**config.mk**
```make
export PLATFORM = sky130hd
export DESIGN_NAME = alu_exec_ctrl_flat
export DESIGN_NICKNAME = d
export VERILOG_FILES = /design/src/rtl/alu_pkg.sv /design/src/rtl/alu_exec_ctrl_if.sv /design/src/rtl/alu_regfile.sv /design/src/rtl/alu_exec_ctrl.sv /design/src/flat_wrapper.sv
export SDC_FILE = /design/constraint.sdc
export NUM_CORES = 1
export LEC_CHECK = 0
export CORE_MARGIN = 2
export CORE_UTILIZATION = 57
export DETAILED_ROUTE_END_ITERATION = 12
export GPL_ROUTABILITY_DRIVEN = 0
export PLACE_DENSITY = 0.89
export SLEW_MARGIN = 20
export SYNTH_ARGS = -nofsm -noshare
export SYNTH_HDL_FRONTEND = slang
export SYNTH_HIERARCHICAL = 1
export SYNTH_SLANG_ARGS = --single-unit
```
**constraint.sdc**
```tcl
create_clock -name clk -period 2.25 [get_ports clk]
set_input_delay 0.225 -clock clk [delete_from_list [all_inputs] [get_ports clk]]
set_output_delay 0.225 -clock clk [all_outputs]
set_load 0.005 [all_outputs]
```
**src/rtl/alu_pkg.sv**
```systemverilog
// Shared types and constants for the ALU execute-stage sequencer.
package alu_pkg;

  localparam int DW = 16;

  localparam int FLAG_S = 2;
  localparam int FLAG_Z = 1;
  localparam int FLAG_C = 0;

  typedef enum logic [2:0] {
    OP_ADD  = 3'b000,
    OP_SUB  = 3'b001,
    OP_CMP  = 3'b010,
    OP_INC  = 3'b011,
    OP_AND  = 3'b100,
    OP_OR   = 3'b101,
    OP_NOTA = 3'b110,
    OP_NOTB = 3'b111
  } alu_op_e;

  typedef enum logic [1:0] {
    IDLE = 2'd0,
    EXEC = 2'd1,
    WB   = 2'd2
  } exec_state_e;

endpackage

```
**src/rtl/alu_exec_ctrl_if.sv**
```systemverilog
// Instruction-in and result-out handshakes of the execute stage.
interface alu_exec_ctrl_if
  import alu_pkg::*;
#(
  parameter int NREGS = 8,
  parameter int DW    = alu_pkg::DW
);
  localparam int AW = $clog2(NREGS);

  logic          in_valid;
  logic          in_ready;
  logic [2:0]    in_op;
  logic [AW-1:0] in_rd;
  logic [AW-1:0] in_rs1;
  logic [AW-1:0] in_rs2;

  logic          res_valid;
  logic          res_ready;
  logic [DW-1:0] res_data;
  logic [AW-1:0] res_rd;

  modport master (
    output in_valid, in_op, in_rd, in_rs1, in_rs2, res_ready,
    input  in_ready, res_valid, res_data, res_rd
  );

  modport slave (
    input  in_valid, in_op, in_rd, in_rs1, in_rs2, res_ready,
    output in_ready, res_valid, res_data, res_rd
  );

endinterface

```
**src/rtl/alu_regfile.sv**
```systemverilog
// NREGS x DW register file: two async read ports, host and writeback write
// ports; the writeback port wins when both hit the same address.
module alu_regfile #(
  parameter int NREGS = 8,
  parameter int DW    = 16
) (
  input  logic                     clk,
  input  logic                     rst_n,
  input  logic [$clog2(NREGS)-1:0] raddr_a,
  input  logic [$clog2(NREGS)-1:0] raddr_b,
  output logic [DW-1:0]            rdata_a,
  output logic [DW-1:0]            rdata_b,
  input  logic                     host_we,
  input  logic [$clog2(NREGS)-1:0] host_waddr,
  input  logic [DW-1:0]            host_wdata,
  input  logic                     wb_we,
  input  logic [$clog2(NREGS)-1:0] wb_waddr,
  input  logic [DW-1:0]            wb_wdata
);

  logic [DW-1:0] regs_q [NREGS];
  logic [DW-1:0] regs_d [NREGS];

  assign rdata_a = regs_q[raddr_a];
  assign rdata_b = regs_q[raddr_b];

  // Writeback is applied last so it overrides a same-address host write.
  always_comb begin
    regs_d = regs_q;
    if (host_we) regs_d[host_waddr] = host_wdata;
    if (wb_we)   regs_d[wb_waddr]   = wb_wdata;
  end

  always_ff @(posedge clk or negedge rst_n) begin
    if (!rst_n) regs_q <= '{default: '0};
    else        regs_q <= regs_d;
  end

endmodule

```
**src/rtl/alu_exec_ctrl.sv**
```systemverilog
// Execute-stage sequencer (IDLE -> EXEC -> WB) around an external combinational ALU.
// Define ALU_EXEC_PERF_EN to add the retired_cnt instruction counter port.
module alu_exec_ctrl
  import alu_pkg::*;
#(
  parameter int NREGS = 8,
  parameter int DW    = alu_pkg::DW
) (
  input  logic                     clk,
  input  logic                     rst_n,
  alu_exec_ctrl_if.slave           bus,
  input  logic                     host_we,
  input  logic [$clog2(NREGS)-1:0] host_waddr,
  input  logic [DW-1:0]            host_wdata,
  output logic [DW-1:0]            alu_a,
  output logic [DW-1:0]            alu_b,
  output logic [2:0]               alu_op,
  input  logic [DW-1:0]            alu_out,
  input  logic [2:0]               alu_flags,
  output logic [2:0]               flags_q
`ifdef ALU_EXEC_PERF_EN
  ,
  output logic [31:0]              retired_cnt
`endif
);

  localparam int AW = $clog2(NREGS);
  localparam logic [1:0] S_IDLE = IDLE;
  localparam logic [1:0] S_EXEC = EXEC;
  localparam logic [1:0] S_WB   = WB;

  logic [1:0]    state_q, state_d;
  logic [DW-1:0] alu_a_q, alu_a_d;
  logic [DW-1:0] alu_b_q, alu_b_d;
  logic [2:0]    alu_op_q, alu_op_d;
  logic [AW-1:0] rd_q, rd_d;
  logic [DW-1:0] res_data_q, res_data_d;
  logic [2:0]    res_flags_q, res_flags_d;
  logic          wb_first_q, wb_first_d;
  logic [2:0]    flags_d;
  logic [DW-1:0] rdata_a, rdata_b;
  logic          accept, res_fire, wb_we;

  assign bus.in_ready  = rst_n && (state_q == S_IDLE);
  assign bus.res_valid = (state_q == S_WB);
  assign bus.res_data  = res_data_q;
  assign bus.res_rd    = rd_q;
  assign alu_a         = alu_a_q;
  assign alu_b         = alu_b_q;
  assign alu_op        = alu_op_q;

  assign accept   = bus.in_valid && bus.in_ready;
  assign res_fire = bus.res_valid && bus.res_ready;
  assign wb_we    = wb_first_q && (alu_op_q != OP_CMP);

  alu_regfile #(.NREGS(NREGS), .DW(DW)) u_rf (
    .clk        (clk),
    .rst_n      (rst_n),
    .raddr_a    (bus.in_rs1),
    .raddr_b    (bus.in_rs2),
    .rdata_a    (rdata_a),
    .rdata_b    (rdata_b),
    .host_we    (host_we),
    .host_waddr (host_waddr),
    .host_wdata (host_wdata),
    .wb_we      (wb_we),
    .wb_waddr   (rd_q),
    .wb_wdata   (res_data_q)
  );

  // Register writeback and flag update both happen at the end of the first WB cycle.
  always_comb begin
    state_d     = state_q;
    alu_a_d     = alu_a_q;
    alu_b_d     = alu_b_q;
    alu_op_d    = alu_op_q;
    rd_d        = rd_q;
    res_data_d  = res_data_q;
    res_flags_d = res_flags_q;
    wb_first_d  = 1'b0;
    flags_d     = wb_first_q ? res_flags_q : flags_q;
    case (state_q)
      S_IDLE: begin
        if (accept) begin
          state_d  = S_EXEC;
          alu_a_d  = rdata_a;
          alu_b_d  = rdata_b;
          alu_op_d = bus.in_op;
          rd_d     = bus.in_rd;
        end
      end
      S_EXEC: begin
        res_data_d  = alu_out;
        res_flags_d = {alu_flags[FLAG_S], alu_flags[FLAG_Z], alu_flags[FLAG_C]};
        wb_first_d  = 1'b1;
        state_d     = S_WB;
      end
      S_WB: begin
        if (res_fire) state_d = S_IDLE;
      end
      default: state_d = S_IDLE;
    endcase
  end

  always_ff @(posedge clk or negedge rst_n) begin
    if (!rst_n) begin
      state_q     <= S_IDLE;
      alu_a_q     <= '0;
      alu_b_q     <= '0;
      alu_op_q    <= 3'b000;
      rd_q        <= '0;
      res_data_q  <= '0;
      res_flags_q <= '0;
      wb_first_q  <= 1'b0;
      flags_q     <= '0;
    end else begin
      state_q     <= state_d;
      alu_a_q     <= alu_a_d;
      alu_b_q     <= alu_b_d;
      alu_op_q    <= alu_op_d;
      rd_q        <= rd_d;
      res_data_q  <= res_data_d;
      res_flags_q <= res_flags_d;
      wb_first_q  <= wb_first_d;
      flags_q     <= flags_d;
    end
  end

`ifdef ALU_EXEC_PERF_EN
  logic [31:0] retired_cnt_q, retired_cnt_d;

  assign retired_cnt   = retired_cnt_q;
  assign retired_cnt_d = res_fire ? retired_cnt_q + 32'd1 : retired_cnt_q;

  always_ff @(posedge clk or negedge rst_n) begin
    if (!rst_n) retired_cnt_q <= '0;
    else        retired_cnt_q <= retired_cnt_d;
  end
`endif

endmodule

```
**src/flat_wrapper.sv**
```systemverilog
// flat-port wrapper written by rule: the top's interface ports become plain ports
module alu_exec_ctrl_flat import alu_pkg::*;
#(
  parameter int NREGS = 8,
  parameter int DW    = alu_pkg::DW
)
  (clk, rst_n, host_we, host_waddr, host_wdata, alu_a, alu_b, alu_op, alu_out, alu_flags, flags_q, bus_in_valid, bus_in_op, bus_in_rd, bus_in_rs1, bus_in_rs2, bus_res_ready, bus_in_ready, bus_res_valid, bus_res_data, bus_res_rd);
  alu_exec_ctrl_if #(.NREGS(NREGS), .DW(DW)) bus_i ();
  input  logic clk;
  input  logic rst_n;
  input  logic host_we;
  input  logic [$clog2(NREGS)-1:0] host_waddr;
  input  logic [DW-1:0] host_wdata;
  output logic [DW-1:0] alu_a;
  output logic [DW-1:0] alu_b;
  output logic [2:0] alu_op;
  input  logic [DW-1:0] alu_out;
  input  logic [2:0] alu_flags;
  output logic [2:0] flags_q;
  input wire logic [$bits(bus_i.in_valid)-1:0] bus_in_valid;
  input wire logic [$bits(bus_i.in_op)-1:0] bus_in_op;
  input wire logic [$bits(bus_i.in_rd)-1:0] bus_in_rd;
  input wire logic [$bits(bus_i.in_rs1)-1:0] bus_in_rs1;
  input wire logic [$bits(bus_i.in_rs2)-1:0] bus_in_rs2;
  input wire logic [$bits(bus_i.res_ready)-1:0] bus_res_ready;
  output wire logic [$bits(bus_i.in_ready)-1:0] bus_in_ready;
  output wire logic [$bits(bus_i.res_valid)-1:0] bus_res_valid;
  output wire logic [$bits(bus_i.res_data)-1:0] bus_res_data;
  output wire logic [$bits(bus_i.res_rd)-1:0] bus_res_rd;
  assign bus_i.in_valid = bus_in_valid;
  assign bus_i.in_op = bus_in_op;
  assign bus_i.in_rd = bus_in_rd;
  assign bus_i.in_rs1 = bus_in_rs1;
  assign bus_i.in_rs2 = bus_in_rs2;
  assign bus_i.res_ready = bus_res_ready;
  assign bus_in_ready = bus_i.in_ready;
  assign bus_res_valid = bus_i.res_valid;
  assign bus_res_data = bus_i.res_data;
  assign bus_res_rd = bus_i.res_rd;
  alu_exec_ctrl #(.NREGS(NREGS), .DW(DW)) u_core (.clk(clk), .rst_n(rst_n), .bus(bus_i), .host_we(host_we), .host_waddr(host_waddr), .host_wdata(host_wdata), .alu_a(alu_a), .alu_b(alu_b), .alu_op(alu_op), .alu_out(alu_out), .alu_flags(alu_flags), .flags_q(flags_q));
endmodule
```
==> results of run 1 <==
[worst max-delay path, stage by stage]
cell and delay [ps]:
dlygate4sd3_1 540, clkbuf_8 210, nor3b_1 190, clkdlybuf4s50_1 540
[where the power goes]
| part | switching [mW] | internal, mW | leakage, nW |
|---|---|---|---|
| logic | 1.68 | 3.11 | 2.82 |
| registers | 1.51 | 5.02 | 2.20 |
| clock network | 1.30 | 1.72 | 0.290 |
| total | 4.49 | 9.85 | 5.31 |
[worst max path at each step]
stage / cells after the start / startpoint / endpoint
2_1_floorplan: 5 / u_core/alu_op[0] / u_core/u_rf/regs_q[123]
3_3_place_gp: 4 / bus_in_rs1[1] / u_core/alu_a[15]
3_5_place_dp: 5 / bus_in_rs1[1] / u_core/alu_a[9]
4_1_cts: 4 / rst_n / bus_in_ready
5_1_grt: 4 / rst_n / bus_in_ready
6_report: 4 / rst_n / bus_in_ready
[cell type report]
class	count	area, µm²	area share [%]
multi-input cells	563	5330	42.4
flip-flops and latches	191	4780	38.0
repair buffers	147	1580	12.6
clock buffers	22	474	3.77
well taps	229	287	2.28
clock inverters	10	110	0.876
inverters	1	3.75	0.0299
[cells in the mapped netlist]
cell type	count
a21oi_1	64
mux4_1	44
o21ai_0	55
buf_12	1
inv_1	1
a21o_1	1
nor4b_2	2
a21boi_0	1
nor2_1	65
nand2_1	64
and4bb_4	1
clkbuf_2	4
buf_6	16
mux2_2	83
nor2b_1	1
mux2i_1	128
dfrtp_1	191
and2b_1	1
o21ai_1	9
clkbuf_1	43
and4bb_2	6
buf_1	10
mux4_2	20
nand4b_1	6
mux2_4	9
nor3b_1	1
buf_2	14
nand4_1	1
buf_4	9
nand4_2	1
[cell families (layout without fill, tap and decap cells)]
family | count (synthesis) | in the layout | synth area share [%]
AO/OA/AOI/OAI | 130 | 130 | 6.16
flip-flops | 191 | 191 | 44.9
buffers and inverters | 98 | 180 | 5.26
multiplexers | 284 | 284 | 37.2
AND/OR/NAND/NOR | 149 | 149 | 6.55
[flip-flops by register name, summed over array words and instances (netlist names)]
| register | flops |
|---|---|
| u_core/alu_a | 16 |
| u_core/alu_b | 16 |
| u_core/alu_op | 3 |
| u_core/bus.res_data | 16 |
| u_core/bus.res_rd | 3 |
| u_core/flags_q | 3 |
| u_core/res_flags_q | 3 |
| u_core/state_q | 2 |
| u_core/u_rf/regs_q | 128 |
| u_core/wb_first_q | 1 |
[per-stage QoR]
step	worst slack [ps]	hold slack (ps)	cell area [µm²]	power, mW	instances
floorplan	489	-70.6	10700	9.07	852
global placement	200	89.6	12000	10.8	1130
detailed placement	166	91.6	12000	11.1	1130
CTS	295	185	12600	14.3	1163
global route	191	203	12600	15.0	1163
finish	311	198	12600	14.3	1163
[placed cells by master, fill, tap and decap left out, drive strengths merged]
cell,n
clkdlybuf4s50,110
inv,2
nand2,64
dlygate4sd3,1
and4bb,7
mux2i,128
nor2,65
a21oi,64
nor2b,1
a21boi,1
a21o,1
dfrtp,191
nor4b,2
clkinvlp,1
and2b,1
o21ai,64
nor3b,1
nand4b,6
clkinv,6
buf,35
mux2,92
mux4,64
bufinv,2
nand4,2
clkbuf,23
[routing by layer]
layer	track usage, %	up-vias	wire length (µm)
li1	-	3273	-
met1	37.6	3883	11000
met2	48.6	514	13900
met3	6.45	101	2550
met4	13.5	0	1040
met5	0	-	0
==> flow_summary.json, run 1 <==
{
  "outcome": "finished, final reports clean",
  "r2r_start": "u_core/wb_first_q",
  "cts_made_buffers": 17,
  "slew_viol_final": 0,
  "die-area_um2": 19800,
  "root_buffer": "clkbuf_16",
  "fin_util_pct": 69.2,
  "cts_hold_buf": 1,
  "skew_ps": 8.29,
  "critPathRequiredTime_ps": 2030,
  "cts_resized": 0,
  "ys_seq_area_share_pct": 44.9,
  "wire_per_inst_um": 24.5,
  "drc": 0,
  "max-slew-margin-rel_pct": 50.3,
  "min_period_ps": 1940,
  "pin_count": 114,
  "wl_mm": 28.6,
  "dr_total_vias": 7771,
  "yosysTopAreaCell": "dfrtp_1",
  "first_iter_violations": 888,
  "worst_slew_pin_slew_ps": 746,
  "cp.arrival_ps": 1710,
  "leakage_nw": 5.31,
  "r2r-end": "u_core/u_rf/regs_q[88]",
  "setup_viol": 0,
  "path_class": "in -> out",
  "syn_area_um2": 10700,
  "fin_setup_tns_ps": 0,
  "maxCapViolCount": 0,
  "avgViaCountPerCell": 6.68,
  "drtPass1Iterations": 7,
  "h-tree-depth": 4,
  "cts_buffer_depth": 2,
  "yosysTopAreaCellShare_pct": 44.9,
  "grt_pass1_vias": 8060,
  "synth_area_leaders": "dfrtp_1, mux2i_1, mux4_1, mux2_2, mux4_2",
  "fmax_mhz": 516,
  "post-cts-setup-buffers": 0,
  "die_w_um": 141,
  "cp_max_fo": 16,
  "syn_area_per_cell_um2": 12.5,
  "grt_pass1_wl_mm": 44.5,
  "row_count": 49,
  "drive_above_1_share_pct": 20.1,
  "synth_nets": 907,
  "antenna_found_initial": 0,
  "clk_pin_slew_ps": 70,
  "synth_cells": 852,
  "syn_to_final_growth_pct": 18.0,
  "grt_max_degree": 138,
  "vdd_drop_max_mv": 0.687,
  "fillers": 1194,
  "synth_warnings": 6,
  "synth.distinct_cells": 30,
  "fp.coreArea_um2": 18100,
  "ys_ff_latch": 191,
  "fin_crit_sh_pct": 86.2,
  "min_path_type": "in -> async",
  "worst_setup_path_start_kind": "input port",
  "cts_sinks": 191,
  "diodes": 0,
  "reg2reg_depth": 6,
  "dp_hpwl_mm": 16.4,
  "powerDensity_nw_per_um2": 1140,
  "rsz0062_at_grt": "no",
  "grt_usage_pct": 29.5,
  "io_buffer_count": 113,
  "regToRegSetupSlack_ps": 440,
  "clk_latency_ps": 430,
  "nets": 976,
  "final_hold_viol_count": 0,
  "grt_overflow_total": 0,
  "ant_nets": 0,
  "start_util_pct": 58.7,
  "endpoint_kind": "output port",
  "die_h_um": 141,
  "cts_tree": "done"
}
Power figures use the tool's default switching activity.
==> inputs of run 2 (changes only) <==
--- a/config.mk
+++ b/config.mk
@@ -10,5 +10,5 @@
 export DETAILED_ROUTE_END_ITERATION = 12
 export GPL_ROUTABILITY_DRIVEN = 0
-export PLACE_DENSITY = 0.89
+export PLACE_DENSITY = 0.86
 export SLEW_MARGIN = 20
 export SYNTH_ARGS = -nofsm -noshare
==> constraint.sdc (replaced) <==
create_clock -name clk -period 2.25 [get_ports clk]
set_input_delay 0.45 -clock clk [delete_from_list [all_inputs] [get_ports clk]]
set_output_delay 0.45 -clock clk [all_outputs]
set_load 0.005 [all_outputs]
==> run 2 against run 1 <==
  * Via count fell by 1.7%
  * Power rose by 0.23%
  * Wire length rose by 0.65%
  * Clock skew rose by 0.67 ps
  * Sequential power barely moved
  * Final area rose by 0.49%
  * Clock-buffer cell count fell by 2
  * Combinational power fell by 0.8%
  * Sequential share of layout area fell by 0.18 points
  * Maximum frequency fell by 6.8%
  * Clock power rose by 1%
  * Final cell count rose by 0.17%
  * Largest cell class unchanged
==> flow_summary.json, run 2 (synthesized netlist as in run 1, its figures left out) <==
{
  "outcome": "finished, final reports clean",
  "die_w_um": 141,
  "fin_util_pct": 69.6,
  "h-tree-depth": 4,
  "post-cts-setup-buffers": 0,
  "drc": 0,
  "avgViaCountPerCell": 6.56,
  "finalPower_mw": 14.4,
  "endpoint_kind": "output port",
  "max-slew-margin-rel_pct": 56.2,
  "instances_no_fill": 1165,
  "cts_made_buffers": 17,
  "fmax_mhz": 480,
  "regToRegSetupSlack_ps": 460,
  "cp_max_fo": 10,
  "cts_sinks": 191,
  "antenna_found_initial": 0,
  "row_count": 49,
  "first_iter_violations": 894,
  "largest_reg_flops": 128,
  "critical_path_depth": 1,
  "drive_above_1_share_pct": 20.4,
  "cts_buffer_depth": 2,
  "cp.arrival_ps": 1630,
  "wl_mm": 28.7,
  "fp.coreArea_um2": 18100,
  "regArea_um2": 4780,
  "crit_slowest_cell": "dfrtp_1",
  "min_path_type": "in -> async",
  "rsz0062_at_grt": "no",
  "die_h_um": 141,
  "drtPass1Iterations": 6,
  "setup_viol": 0,
  "nets": 978,
  "reg2reg_depth": 5,
  "crit_family": "flip-flops",
  "worst_slew_pin_slew_ps": 657,
  "dp_hpwl_mm": 16.6,
  "crit_path_start": "u_core/bus.res_data[13]",
  "path_class": "reg -> out",
  "dp.cells": 1132,
  "die-area_um2": 19800,
  "crit_buf_inv": 1,
  "clk_latency_ps": 440,
  "grt_pass1_vias": 7882,
  "place_area_um2": 12000,
  "dr_total_vias": 7638,
  "grt_max_degree": 120,
  "r2r-end": "u_core/u_rf/regs_q[62]",
  "powerDensity_nw_per_um2": 1140,
  "start_util_pct": 58.7,
  "io_buffer_count": 113,
  "fin_crit_sh_pct": 92.5,
  "fillers": 1218,
  "ant_nets": 0,
  "r2r_start": "u_core/wb_first_q",
  "syn_to_final_growth_pct": 18.5,
  "diodes": 0,
  "clk_pin_slew_ps": 70,
  "root_buffer": "clkbuf_16",
  "final_common_cell": "dfrtp_1",
  "top_register": "u_core/u_rf/regs_q",
  "slew_viol_final": 0,
  "skew_ps": 8.96,
  "final_hold_viol_count": 0,
  "grt_overflow_total": 0,
  "cp-endpoint": "bus_res_data[13]",
  "critPathRequiredTime_ps": 1800,
  "min_period_ps": 2080,
  "crit_chain": "clkdlybuf4s50_1",
  "wire_per_inst_um": 24.7,
  "max_stage_delay_ps": 610,
  "grt_usage_pct": 29.6,
  "grt_pass1_wl_mm": 44.4,
  "fin_area_um2": 12600,
  "maxCapViolCount": 0,
  "leakage_nw": 5.32,
  "multi_input_area_um2": 5330,
  "pin_count": 114,
  "worst_setup_path_start_kind": "flip-flop",
  "fin_setup_tns_ps": 0,
  "vdd_drop_max_mv": 0.728,
  "final_cell_mix": "dfrtp_1, mux2i_1, clkdlybuf4s50_1, mux2_2, nor2_1",
  "cts_tree": "done"
}
[run 2: cell types whose count changed in the layout (fill, tap and decap cells not counted), sizes merged]
cell	change
clkinvlp	+2
buf	+2
clkbuf	-2
[run 2: cell type report]
cell class	instances	share of cell area [%]
Timing Repair Buffer	149	13.0
Clock inverter	12	1.08
Inverter	1	0.0297
Clock buffer	20	3.62
Tap cell	229	2.27
Sequential cell	191	37.9
Multi-Input combinational cell	563	42.2
[run 2: worst min path at each step]
stage | start | end | slack, ps | cells after the start
after floorplan | rst_n | u_core/alu_a[0] | 150 | 0
after global placement | rst_n | u_core/state_q[0] | 280 | 1
after detailed placement | rst_n | u_core/state_q[0] | 280 | 1
after CTS | rst_n | u_core/bus.res_data[0] | 180 | 2
after global routing | rst_n | u_core/u_rf/regs_q[48] | 190 | 2
final | rst_n | u_core/u_rf/regs_q[16] | 140 | 2
[run 2: worst register-to-register path, stage by stage (launching register included)]
cell	delay [ps]
dfrtp_1	440
a21boi_0	210
buf_4	180
and4bb_2	240
buf_4	370
o21ai_0	210
[run 2: power by group]
| group | switching, mW | internal (mW) |
|---|---|---|
| clock network | 1.36 | 1.70 |
| logic | 1.63 | 3.12 |
| registers | 1.54 | 5.02 |
| total | 4.53 | 9.84 |
[run 2: timing repair]
action                                  in CTS  in global routing
hold endpoints to repair                     5                  0
hold buffers                                 1                  0
endpoints found under the setup margin       0                  0
resized for setup                            0                  0
[run 2: per-stage QoR]
step / setup slack [ps] / hold slack (ps)
final: 168 / 140
after CTS: 163 / 183
after global placement: 2.03 / 284
after global routing: 97.2 / 191
after floorplan: 389 / 154
after detailed placement: -39.5 / 285
[run 2: layer usage]
layer	up-vias	global-route usage, %	share of wire, %
met1	3835	37.9	39
li1	3279	-	-
met3	108	6.86	8.3
met4	0	14.4	4.2
met2	416	48.1	48
met5	-	0	0
==> inputs of run 3 (changes only) <==
Settings changed: CORE_UTILIZATION 57 to 31, HOLD_SLACK_MARGIN set to 0.15, PLACE_DENSITY 0.86 to 0.55.
Clock period 2.25 ns to 2.36 ns, I/O delays scaled along.
==> run 3 against run 2 <==
  * Highest routed layer unchanged
  * Sequential share of layout area shrank 0.95 points
  * Worst hold slack gained 21 ps
  * Largest power group unchanged
  * Die area grew 81%
  * Clock skew grew 8.8 ps
  * First-iteration DRC count shrank 50%
  * Final cell count grew 19%
  * Critical path type unchanged
==> flow_summary.json, run 3 (synthesized netlist as in run 1, its figures left out) <==
{
  "diodes": 0,
  "cp_max_fo": 10,
  "post-cts-setup-buffers": 0,
  "grt_pass1_wl_mm": 46.0,
  "slew_viol_final": 0,
  "pin_count": 114,
  "syn_to_final_growth_pct": 21.6,
  "grt_overflow_total": 0,
  "crit_chain": "clkdlybuf4s50_1",
  "h-tree-depth": 4,
  "crit_family": "flip-flops",
  "rsz0062_at_grt": "no",
  "final_hold_viol_count": 0,
  "largest_reg_flops": 128,
  "maxCapViolCount": 0,
  "fin_crit_sh_pct": 88.9,
  "clk_pin_slew_ps": 70,
  "dp_hpwl_mm": 17.9,
  "outcome": "finished, final reports clean",
  "avgViaCountPerCell": 5.13,
  "max_stage_delay_ps": 600,
  "cts_tree": "done",
  "grt_max_degree": 133,
  "max-slew-margin-rel_pct": 47.2,
  "setup_viol": 0,
  "worst_slew_pin_slew_ps": 791,
  "fillers": 3209,
  "endpoint_kind": "output port",
  "antenna_found_initial": 0,
  "final_cell_mix": "dfrtp_1, mux2i_1, clkdlybuf4s50_1, mux2_2, nor2_1",
  "r2r-end": "u_core/u_rf/regs_q[85]",
  "holdWs_ps": 161,
  "cts_sinks": 191,
  "dr_total_vias": 7123,
  "top_register": "u_core/u_rf/regs_q",
  "io_buffer_count": 113,
  "fmax_mhz": 477,
  "clk_latency_ps": 440,
  "crit_slowest_cell": "dfrtp_1",
  "path_class": "reg -> out",
  "drtPass1Iterations": 7,
  "vdd_drop_max_mv": 0.571,
  "cts_resized": 0,
  "drive_above_1_share_pct": 20.6,
  "finalPower_mw": 13.5,
  "ant_nets": 0,
  "final_common_cell": "dfrtp_1",
  "row_count": 67,
  "worst_setup_path_start_kind": "flip-flop",
  "cts_made_buffers": 17,
  "grt_usage_pct": 17.0,
  "root_buffer": "clkbuf_16",
  "die_h_um": 189,
  "cts_buffer_depth": 2,
  "powerDensity_nw_per_um2": 1040,
  "wl_mm": 29.5,
  "cp.arrival_ps": 1630,
  "die-area_um2": 35900,
  "die_w_um": 189,
  "crit_buf_inv": 1,
  "r2r_start": "u_core/wb_first_q",
  "fp.coreArea_um2": 33700,
  "drc": 0,
  "critPathRequiredTime_ps": 1890,
  "min_period_ps": 2100,
  "regToRegSetupSlack_ps": 630,
  "grt_pass1_vias": 7158,
  "start_util_pct": 31.6,
  "nets": 982,
  "first_iter_violations": 450,
  "cts_hold_buf": 2,
  "min_path_type": "in -> async",
  "leakage_nw": 5.35,
  "fin_setup_tns_ps": 0,
  "wire_per_inst_um": 21.2,
  "skew_ps": 17.8,
  "reg2reg_depth": 5
}
run 3: cell types whose count changed in the layout (fill, tap and decap cells not counted):
cell | before | now
clkbuf_8 | 3 | 6
buf_4 | 16 | 18
clkinv_2 | 2 | 0
buf_12 | 19 | 20
bufinv_16 | 2 | 1
clkinvlp_4 | 3 | 2
dlygate4sd3_1 | 1 | 2
inv_8 | 0 | 1
run 3: how the worst max path moves through the flow:
stage                            start          endpoint  cells after the start
6_report       u_core/bus.res_data[14]  bus_res_data[14]                      1
5_1_grt        u_core/bus.res_data[10]  bus_res_data[10]                      1
4_1_cts        u_core/bus.res_data[10]  bus_res_data[10]                      1
3_5_place_dp             bus_in_rs1[1]  u_core/alu_a[15]                      5
3_3_place_gp             bus_in_rs1[1]  u_core/alu_a[15]                      5
2_1_floorplan            bus_in_rs2[0]   u_core/alu_b[2]                      5
run 3: layer usage:
metal  up-vias  wire [µm]  track usage, %
met1      3599      13900            24.0
li1       3295          -               -
met4         0        246            3.67
met3        15       1230            2.95
met5         -          0               0
met2       214      14100            27.5
run 3: report_power, final:
part           internal (mW)  total [mW]  switching, mW
clock                   1.62        2.97           1.36
sequential              4.78        6.15           1.37
combinational           2.97        4.40           1.43
run 3: through the flow:
step | cell area, µm² | std cells | setup slack, ps | util [%]
6_report | 13000 | 1388 | 262 | 38.4
5_1_grt | 13000 | 1388 | 177 | 38.4
4_1_cts | 13000 | 1388 | 212 | 38.4
3_5_place_dp | 12300 | 1354 | 41.1 | 36.6
3_3_place_gp | 12300 | 1354 | 23.9 | 36.6
2_1_floorplan | 10700 | 852 | 477 | -
run 3: cell type report:
class | count | area [µm²] | area share (%)
Multi-Input combinational cell | 563 | 5330 | 41.1
Sequential cell | 191 | 4780 | 36.9
Timing Repair Buffer | 153 | 1680 | 13.0
Tap cell | 448 | 561 | 4.33
Clock buffer | 23 | 498 | 3.85
Clock inverter | 9 | 100 | 0.773
Inverter | 1 | 3.75 | 0.0290
